### config.mk
export PLATFORM = sky130hd
export DESIGN_NAME = vram_arbiter
export DESIGN_NICKNAME = d
export VERILOG_FILES = /design/src/rtl/sordm5_pkg.sv /design/src/rtl/vram_starve_ctr.sv /design/src/rtl/vram_arbiter.sv
export SDC_FILE = /design/constraint.sdc
export NUM_CORES = 1
export LEC_CHECK = 0
export BUFFER_PORTS_ARGS = -buffer_cell sky130_fd_sc_hd__buf_2
export CORE_ASPECT_RATIO = 1.75
export CORE_MARGIN = 4
export CORE_UTILIZATION = 44
export CTS_CLUSTER_DIAMETER = 50
export DETAILED_ROUTE_END_ITERATION = 7
export PLACE_DENSITY = 0.81
export SYNTH_ARGS = -nofsm -noshare
export SYNTH_HDL_FRONTEND = slang
export SYNTH_SLANG_ARGS = --single-unit
export TNS_END_PERCENT = 10
### constraint.sdc
create_clock -name clk -period 1.9 [get_ports clk]
set_input_delay 0.285 -clock clk [delete_from_list [all_inputs] [get_ports clk]]
set_output_delay 0.285 -clock clk [all_outputs]
set_load 0.01 [all_outputs]
### src/rtl/sordm5_pkg.sv
// Shared Sord M5 definitions: VRAM geometry and the arbiter owner encoding.
package sordm5_pkg;

   localparam int unsigned VRAM_ADDR_W = 14;
   localparam int unsigned VRAM_DATA_W = 8;

   typedef enum logic [1:0] {
      OWN_NONE = 2'd0,
      OWN_VID  = 2'd1,
      OWN_LD   = 2'd2,
      OWN_CPU  = 2'd3
   } owner_e;

endpackage

### src/rtl/vram_starve_ctr.sv
// Saturating count of cycles the CPU has waited with a pending request.
module vram_starve_ctr #(
   parameter int unsigned MAX = 8
) (
   input  logic clk,
   input  logic reset,
   input  logic req,
   input  logic ack,
   output logic starved_c
);

   localparam int unsigned CNT_W = $clog2(MAX + 1);

   logic [CNT_W-1:0] cnt;

   // Count only while waiting; any ack or dropped request restarts the wait.
   always_ff @(posedge clk) begin
      if (reset || !req || ack) begin
         cnt <= '0;
      end else if (cnt != CNT_W'(MAX)) begin
         cnt <= cnt + CNT_W'(1);
      end
   end

   assign starved_c = (cnt >= CNT_W'(MAX));

endmodule

### src/rtl/vram_arbiter.sv
// Single-port VRAM arbiter: video > starved CPU > loader > CPU, one access per cycle,
// read data returned to the owner one cycle after the grant.
module vram_arbiter
   import sordm5_pkg::*;
#(
   parameter int unsigned ADDR_W     = VRAM_ADDR_W,
   parameter int unsigned DATA_W     = VRAM_DATA_W,
   parameter int unsigned STARVE_MAX = 8
) (
   input  logic              clk,
   input  logic              reset,
   input  logic              vid_req,
   input  logic [ADDR_W-1:0] vid_addr,
   output logic              vid_ack,
   output logic              vid_rvalid,
   output logic [DATA_W-1:0] vid_data,
   input  logic              ld_req,
   input  logic [ADDR_W-1:0] ld_addr,
   input  logic [DATA_W-1:0] ld_data,
   output logic              ld_ack,
   input  logic              cpu_req,
   input  logic              cpu_we,
   input  logic [ADDR_W-1:0] cpu_addr,
   input  logic [DATA_W-1:0] cpu_din,
   output logic              cpu_ack,
   output logic              cpu_rvalid,
   output logic [DATA_W-1:0] cpu_dout,
   output logic [ADDR_W-1:0] ram_addr,
   output logic              ram_we,
   output logic [DATA_W-1:0] ram_din,
   input  logic [DATA_W-1:0] ram_q,
   output logic [1:0]        owner
);

   owner_e            grant;
   owner_e            tag_q;
   logic              cpu_starved_c;
   logic [ADDR_W-1:0] addr_q;
   logic [DATA_W-1:0] din_q;

   vram_starve_ctr #(
      .MAX (STARVE_MAX)
   ) u_starve (
      .clk       (clk),
      .reset     (reset),
      .req       (cpu_req),
      .ack       (cpu_ack),
      .starved_c (cpu_starved_c)
   );

   // Priority decision; reset suppresses every grant.
   always_comb begin
      grant = OWN_NONE;
      if (!reset) begin
         if (vid_req)                       grant = OWN_VID;
         else if (cpu_req && cpu_starved_c) grant = OWN_CPU;
         else if (ld_req)                   grant = OWN_LD;
         else if (cpu_req)                  grant = OWN_CPU;
      end
   end

   // RAM port mux; idle cycles keep the previous address and data on the bus.
   always_comb begin
      ram_addr = addr_q;
      ram_din  = din_q;
      ram_we   = 1'b0;
      unique case (grant)
         OWN_VID: ram_addr = vid_addr;
         OWN_LD: begin
            ram_addr = ld_addr;
            ram_din  = ld_data;
            ram_we   = 1'b1;
         end
         OWN_CPU: begin
            ram_addr = cpu_addr;
            ram_din  = cpu_din;
            ram_we   = cpu_we;
         end
         default: ;
      endcase
      if (reset) begin
         ram_addr = '0;
         ram_din  = '0;
      end
   end

   always_ff @(posedge clk) begin
      if (reset) begin
         addr_q <= '0;
         din_q  <= '0;
         tag_q  <= OWN_NONE;
      end else begin
         addr_q <= ram_addr;
         din_q  <= ram_din;
         if (grant == OWN_VID)                  tag_q <= OWN_VID;
         else if (grant == OWN_CPU && !cpu_we)  tag_q <= OWN_CPU;
         else                                   tag_q <= OWN_NONE;
      end
   end

   assign vid_ack    = (grant == OWN_VID);
   assign ld_ack     = (grant == OWN_LD);
   assign cpu_ack    = (grant == OWN_CPU);
   assign owner      = grant;

   // A read in flight when reset arrives never reports back.
   assign vid_rvalid = !reset && (tag_q == OWN_VID);
   assign cpu_rvalid = !reset && (tag_q == OWN_CPU);
   assign vid_data   = ram_q;
   assign cpu_dout   = ram_q;

endmodule

---- Yosys cells after proc, flatten, opt, wreduce, memory -nomap -nowiden ----
Cells that the tools add are included.
storage, ports and cells
  bits in registers ....................... 28
  output and inout port bits .............. 46
cells by class
  equal/unequal tests ..................... 6
  reduce and logical (&&, ||, !) cells .... 10
  add/sub/neg operators ................... 1
  order comparisons ....................... 1
  mux-type cells .......................... 12
operators with widths
  cell                                                      number
  case mux 14 bit (3 select lines)                          1
  case mux 8 bit (2 select lines)                           1
  2-to-1 mux 14 bit                                         1
  2-to-1 mux 2 bit                                          6
  2-to-1 mux 8 bit                                          1
  == test 2 bit, second input constant                      3
  adder 4 x 1 -> 4 bit, second input constant               1
  == test 2 x 1 -> 1 bit, second input constant             2
  greater-or-equal comparator 4 bit, second input constant  1
  logical AND 1 bit                                         4
  inequality test 4 bit, second input constant              1
  logical NOT 1 bit                                         3
  logical OR 1 bit                                          2
  case mux 1 bit (2 select lines)                           1
  OR reduction 2 bit                                        1
  2-to-1 mux 1 bit                                          1

---- Depth between registers and ports, before layout ----
Gate-level depths: netlist of run 1.
  word-level depth ........................ 9
  mapped depth ............................ 6

---- Hierarchy ----
From an unflattened synthesis of run 1, not the netlist that was laid out.
second synthesis, totals
  cell total of the unflattened synthesis .. 227
  area total of the unflattened synthesis .. 1775.5 µm²
modules (own cells, without submodules)
  module           area each (µm²)  instances  cells an instance  sequential area each (µm²)
  vram_arbiter     1570.3           1          205                480.5
  vram_starve_ctr  205.2            1          22                 80.1

---- Least setup slack after synthesis of run 1 ----
Ideal clock, no wire load.
  path kind ............................... input to output
  from .................................... input port cpu_req
  to ...................................... output port ram_addr[10]
  data arrival time ....................... 1.366 ns
  cell stages on the path ................. 4
  path slack .............................. 0.249 ns
  buffers on the path ..................... 2
  required time ........................... 1.615 ns
  cell sequence ........................... buf_2 clkbuf_1 a221o_1 a311oi_1
on the way
  cells in the longest elaborated chain, start to end .. 8
ends and longest elaborated chain
  element                                                         line                source
  start, declared                                                 vram_arbiter.sv:21  input logic cpu_req,
  2-to-1 mux 2 bit                                                vram_arbiter.sv:58  else if (cpu_req) grant = OWN_CPU;
  2-to-1 mux 2 bit                                                vram_arbiter.sv:57  else if (ld_req) grant = OWN_LD;
  2-to-1 mux 2 bit (*)                                            vram_arbiter.sv:56  else if (cpu_req && cpu_starved_c) grant = OWN_CPU;
  2-to-1 mux 2 bit (*)                                            vram_arbiter.sv:55  if (vid_req) grant = OWN_VID;
  2-to-1 mux 2 bit (*)                                            vram_arbiter.sv:54  if (!reset) begin
  == test 2 bit / == test 2 x 1 -> 1 bit (equally long branches)  vram_arbiter.sv:67  unique case (grant)
  case mux 14 bit (3 select lines) (*)                            vram_arbiter.sv:67
  2-to-1 mux 14 bit (*)                                           vram_arbiter.sv:81  if (reset) begin
  end, declared                                                   vram_arbiter.sv:28  output logic [ADDR_W-1:0] ram_addr,
Mark *: on every way between the ends. The rest lies on a longest branch, timed or not.

---- Worst setup path after layout of run 1 ----
  from .................................... register u_starve.cnt[3]
  to ...................................... output port ram_addr[8]
on the way
  cells in the longest elaborated chain, start to end .. 8
ends and longest elaborated chain
  element                                                         line                   source
  start, declared                                                 vram_starve_ctr.sv:14  logic [CNT_W-1:0] cnt;
  start signal, assigned                                          vram_starve_ctr.sv:21  cnt <= cnt + CNT_W'(1);
  greater-or-equal comparator 4 bit (*)                           vram_starve_ctr.sv:25  assign starved_c = (cnt >= CNT_W'(MAX));
  logical AND 1 bit (*)                                           vram_arbiter.sv:56
  2-to-1 mux 2 bit (*)                                            vram_arbiter.sv:56
  2-to-1 mux 2 bit (*)                                            vram_arbiter.sv:55
  2-to-1 mux 2 bit (*)                                            vram_arbiter.sv:54
  == test 2 bit / == test 2 x 1 -> 1 bit (equally long branches)  vram_arbiter.sv:67
  case mux 14 bit (3 select lines) (*)                            vram_arbiter.sv:67
  2-to-1 mux 14 bit (*)                                           vram_arbiter.sv:81
Marks and branches as above.

==> results of run 1 <==
## per-stage QoR
step / setup WS [ps] / hold slack, ps / util, % / instances / TNS [ps]
after global placement: 114.9 / 481.2 / 54.37 / 338 / 0
final: -4.061 / 248.4 / 58.06 / 345 / -4.061
after CTS: -23.63 / 241.7 / 56.85 / 344 / -23.70
after floorplan: 249.3 / 422.9 / - / 227 / 0
after detailed placement: 75.70 / 491.3 / 54.37 / 338 / 0
after global routing: -66.79 / 253.1 / 58.06 / 345 / -689.8
## cells in the final DEF, fill, tap and decap left out, drive strengths merged, types with 2 or more instances in the layout
| master | synthesis | layout |
|---|---|---|
| nand4b | 13 | 13 |
| ha | 2 | 2 |
| and3 | 10 | 10 |
| buf | 31 | 104 |
| nor2b | 2 | 2 |
| nand3b | 2 | 2 |
| nand3 | 2 | 2 |
| dfxtp | 28 | 28 |
| inv | 17 | 17 |
| and2 | 2 | 2 |
| a221o | 29 | 29 |
| a21oi | 2 | 2 |
| nand2b | 2 | 4 |
| a41oi | 2 | 2 |
| nor2 | 19 | 19 |
| a311oi | 26 | 26 |
| clkbuf | 10 | 4 |
| nand2 | 15 | 15 |
## logic make-up after synthesis
logic type / count (synthesis) / share of synthesized area [%]
and+or+nand+nor: 70 / 20.49
AOI/OAI and AO/OA: 66 / 30.57
buffers and inverters: 58 / 17.47
DFF: 28 / 28.77
xor gates and xnor gates: 2 / 0.8993
adders and majority gates: 2 / 1.284
muxes: 1 / 0.5138
## power breakdown
part / leakage (nW) / switching, W / total, W / internal, W
registers: 0.232 / 0.0000107 / 0.000634 / 0.000623
logic: 0.914 / 0.000201 / 0.000383 / 0.000182
clock network: 0.0288 / 0.000177 / 0.000362 / 0.000185
## worst min-delay path by stage
stage | startpoint | slack, ps | end | cells after the start
2_1_floorplan | ld_data[0] | 420 | din_q[0] | 1
3_3_place_gp | u_starve.cnt[2] | 480 | u_starve.cnt[2] | 2
3_5_place_dp | u_starve.cnt[2] | 490 | u_starve.cnt[2] | 2
4_1_cts | ld_data[1] | 240 | din_q[1] | 2
5_1_grt | ld_data[3] | 250 | din_q[3] | 2
6_report | cpu_din[1] | 250 | din_q[1] | 2
## layer usage
layer  GRT usage [%]  wire length (um)
met1           20.92              2062
met2           34.33              2945
met3           2.953               331
met4           7.930                94
met5               0                 0
## timing repair
item | 4_1_cts | 5_1_grt
pin swaps | 13 | 9
hold buffers | 0 | 0
resized for setup | 7 | 7
endpoints found under the hold margin | 0 | 0
buffers inserted | 0 | 1
endpoints found under the setup margin | 21 | 21
gates cloned | 2 | 0
## registers in the layout (all words and copies together) (netlist names)
register / flops
addr_q: 14
din_q: 8
tag_q: 2
u_starve.cnt: 4
## cell type report
type                       count  area, um^2
sequential                    28       564.3
fill                         390        1773
tap                           49       61.31
multi-input combinational    143        1137
clock buffer                   4       55.05
inverter                      17       63.81
timing repair buffer         104       573.1
==> impl_metrics.yaml, run 1 <==
status:
  status: "finished with violations"
  violations: "setup timing"
clock_network:
  cts_tree: "built"
  numClockSinks: 28
  htree_levels: 1
  root_buffer: "clkbuf_8"
  clock_path_buffers: 2
  clk_pin_slew_ps: 90
  numCtsBuffers: 3
  clk_latency_ps: 270
worst_setup_path:
  slowest_stage: "dfxtp_4"
  cp_max_fo: 8
  crit_cells: 4
  crit_arrival_ps: 1620
  startpoint: "u_starve.cnt[3]"
  reg2reg_depth: 5
  critPathBufInv: 1
  crit_chain: "nand2b_4 > a221o_1 > a311oi_2 > buf_2"
  rrSetupSlack_ps: 530
  crit_type: "reg -> out"
  r2r-start: "u_starve.cnt[3]"
  end_kind: "output port"
  cpLargestDelayFamily: "compound AO/OA/AOI/OAI gates"
  rr_endpoint: "din_q[7]"
  cp.required_ps: 1620
  crit_end: "ram_addr[8]"
  critPathLaunchType: "flip-flop"
  cp_slowest_stage_delay_ps: 380
floorplan:
  die_y_um: 96.03
  start_util_pct: 46.08
  die_area_um2: 5598
  rows: 31
  core_region_area_um2: 4228
  fp.dieW_um: 58.30
  pin_count: 118
synthesis:
  synth.avg_cell_area_um2: 8.582
  synth_top_area_share_pct: 28.77
  synth-async-reset-ratio_pct: 0
  ys_seq_area_share_pct: 28.77
  synth_top_cell_by_area: "dfxtp_1"
  synth_flop_cell: "dfxtp_1"
  synthCells: 227
  synth_nets: 301
  ys_seq_elements: 28
  yosys_warnings: 0
  ys_top_cells_by_count: "a221o_1 (29), dfxtp_1 (28), a311oi_1 (26)"
  synth_most_common_cell: "a221o_1"
  syn_area_um2: 1948
  synth_edf_count: 0
  synthTopCellsByArea: "dfxtp_1 (29%), a221o_1 (15%), a311oi_1 (12%)"
  synth.distinct_cells: 35
sta:
  clock_skew_ps: 1.108
  rsz0062_at_grt: "yes"
  fin_crit_sh_pct: 100.2
  hold_viol: 0
  worstMarginPinSlew_ps: 522.3
  relSlewSlack_pct: 65.11
  max_freq_ghz: 0.5252
  final_max_slew_viol_count: 0
  setup_violations: 1
  setup_slack_ps: -4.061
  min_period_ps: 1904
run:
  drv_cap: 0
cells_and_area:
  stdcell_area_um2: 2455
  area_growth_pct: 26.01
  n_antenna_cell: 0
  nets: 371
  drive_above_1_share_pct: 41.55
pwr:
  irDropWorstVdd_v: 0.0003753
  power_density_nw_per_um2: 561.8
  p_leak_nw: 1.175
  total_power_w: 0.001379
global_routing:
  grt_first_pass_wirelength_um: 8369
  grt_pass1_vias: 1911
  grt_overflow: 0
  grt_util_all_layers_pct: 18.79
  antenna_found_initial: 0
  grt_max_degree: 33
routing:
  routed_via_density: 6.023
  vias: 2078
  drtIter0Drc: 58
  wl_per_cell_um: 15.75
  firstDrtPassIters: 4
  ant_nets: 0
  wirelength_um: 5434
  drc: 0
placed_design:
  placed_cell_area_um2: 2298
  place_hpwl_um: 3828
  finalWeightedCongestion: 0.7689
  port_buffers: 93
worst_hold_path:
  worstHoldPathType: "in -> reg"
Note: power is estimated with default switching activity, not from simulation.
==> run 2, diff against run 1 <==
- ABC_AREA: default -> 1
- CORE_UTILIZATION: 44 -> 43
- PLACE_DENSITY: 0.81 -> 0.8
==> impl_metrics.yaml, run 2 <==
status:
  status: "completed"
routing:
  drtIter0Drc: 105
  routed_via_density: 5.039
  drc: 0
  wirelength_um: 5839
  vias: 2192
  ant_nets: 0
  firstDrtPassIters: 4
  wl_per_cell_um: 13.42
synthesis:
  yosys_warnings: 0
  synthTopCellsByArea: "dfxtp_1 (30%), nand2_1 (15%), a21oi_1 (9.5%)"
  synth_flop_cell: "dfxtp_1"
  ys_seq_area_share_pct: 29.61
  synth_top_area_share_pct: 29.61
  ys_seq_elements: 28
  synth-async-reset-ratio_pct: 0
  synth_top_cell_by_area: "dfxtp_1"
  synth_nets: 374
  ys_top_cells_by_count: "nand2_1 (74), a21oi_1 (36), nand3_1 (29)"
  synth_most_common_cell: "nand2_1"
  synthCells: 300
  synth.distinct_cells: 23
  syn_area_um2: 1893
  synth_edf_count: 0
  synth.avg_cell_area_um2: 6.310
sta:
  max_freq_ghz: 0.5291
  rsz0062_at_grt: "yes"
  timing.hold.ws_ps: 204.0
  setup_violations: 0
  min_period_ps: 1890
  setup_slack_ps: 10.04
  final_max_slew_viol_count: 0
  relSlewSlack_pct: 72.41
  fin_crit_sh_pct: 99.47
  hold_viol: 0
  finalSetupTns_ps: 0
  worstMarginPinSlew_ps: 411.6
  clock_skew_ps: 2.017
global_routing:
  antenna_found_initial: 0
  grt_first_pass_wirelength_um: 8990
  grt_util_all_layers_pct: 20.45
  grt_max_degree: 18
  grt_overflow: 0
  grt_pass1_vias: 2113
pwr:
  power_density_nw_per_um2: 571.2
  irDropWorstVdd_v: 0.0004396
  p_leak_nw: 1.322
cells_and_area:
  drive_above_1_share_pct: 39.12
  reg.largest.list: "addr_q: 14 flops, din_q: 8 flops, u_starve.cnt: 4 flops"
  fin_cells: 435
  largest_register_ffs: 14
  regArea_um2: 564.3
  n_antenna_cell: 0
  nets: 461
  area_growth_pct: 33.71
  layout_common_cells: "buf_2 (93), nand2_1 (74), a21oi_1 (32), nand3_1 (29), inv_1 (28)"
  nFillCells: 407
  multi_input_area_um2: 1126
  layout_commonest_cell: "buf_2"
  regMostFlops: "addr_q"
worst_setup_path:
  critPathLaunchType: "flip-flop"
  crit_arrival_ps: 1600
  cp_slowest_stage_delay_ps: 370
  cp.required_ps: 1620
  crit_type: "reg -> out"
  end_kind: "output port"
  reg2reg_depth: 5
  rr_endpoint: "addr_q[4]"
  startpoint: "u_starve.cnt[3]"
  slowest_stage: "dfxtp_4"
  cpMostUsedCell: "nor2_4"
  cp_max_fo: 7
  rrSetupSlack_ps: 600
  r2r-start: "u_starve.cnt[3]"
  crit_end: "ram_addr[13]"
  crit_chain: "nor2_4 > nor2_4 > nor2_4 > o21ai_2 > a21oi_1 > buf_2"
floorplan:
  pin_count: 118
  die_y_um: 95.78
  die_area_um2: 5570
  core_region_area_um2: 4189
  start_util_pct: 45.19
  rows: 31
  fp.dieW_um: 58.16
clock_network:
  numClockSinks: 28
  clk_pin_slew_ps: 90
  root_buffer: "clkbuf_8"
  numCtsBuffers: 3
  ctsHoldBuffers: 0
  clk_latency_ps: 270
  clock_path_buffers: 2
  cts_tree: "built"
  htree_levels: 1
run:
  drv_cap: 0
placed_design:
  place_hpwl_um: 4218
  port_buffers: 93
  finalWeightedCongestion: 0.8201
  dp.cells: 422
  dp_slack_ps: -10.80
worst_hold_path:
  worstHoldPathType: "in -> reg"
## run 2: changes by cell type in the layout (fill, tap and decap cells not counted), sizes merged, moves of 22 or more
cell and change:
inv +22, nand3 +29, a21oi +34, a311oi -26
nand2 +61, a221o -29
## run 2: layout make-up
type                    count  area share, %
flip-flops and latches     28          22.29
well taps                  49          2.422
repair buffers            106          22.74
multi-input cells         209          44.49
inverters                  39          5.882
clock buffers               4          2.175
## run 2: cells by family after synthesis
kind of cell	count (synthesis)	share of synthesized area [%]
AND/OR/NAND/NOR	148	36.29
AO/OA/AOI/OAI	53	14.14
XOR/XNOR	1	0.4627
adder cells (fa/ha/maj)	2	1.322
buffers and inverters	68	18.18
flip-flops	28	29.61
## run 2: layer usage
metal / part of all wire [%] / wire [um] / GRT usage, %
met1: 37 / 2179 / 21.92
met2: 55 / 3217 / 38.58
met3: 6.1 / 354 / 3.356
met4: 1.5 / 87 / 8.317
met5: 0 / 0 / 0
## run 2: through the flow
stage                     util (%)  cell area [um^2]  total power, W
after floorplan                  -              1893       0.0009208
after global placement       54.72              2292        0.001036
after detailed placement     54.72              2292        0.001044
after CTS                    57.86              2424        0.001428
after global routing         60.42              2531        0.001535
final                        60.42              2531        0.001446
## run 2: where the power goes
group / switching (W) / total (W) / internal, W
registers: 0.0000128 / 0.000638 / 0.000625
clock network: 0.000183 / 0.000368 / 0.000186
logic: 0.000260 / 0.000440 / 0.000180
## run 2: what timing repair did
item,in CTS,in global routing
buffers inserted,1,3
pin swaps,6,14
cloned,4,1
endpoints found under the setup margin,24,22
resized for setup,6,18
## run 2: worst max-delay path, delay by kind of cell, from the launching register on
kind | cells | cell delay [ps]
AOI/OAI and AO/OA | 2 | 240
buffers and inverters | 1 | 150
DFF | 1 | 370
and+or+nand+nor | 3 | 580
## run 2: worst min-delay path by stage
| stage | start | end | slack (ps) | depth (start not counted) |
|---|---|---|---|---|
| 6_report | cpu_we | tag_q[1] | 200 | 2 |
| 2_1_floorplan | cpu_we | tag_q[1] | 360 | 1 |
| 4_1_cts | cpu_we | tag_q[1] | 200 | 2 |
| 3_3_place_gp | addr_q[2] | addr_q[2] | 490 | 2 |
| 5_1_grt | cpu_we | tag_q[1] | 200 | 2 |
| 3_5_place_dp | cpu_we | tag_q[1] | 500 | 2 |
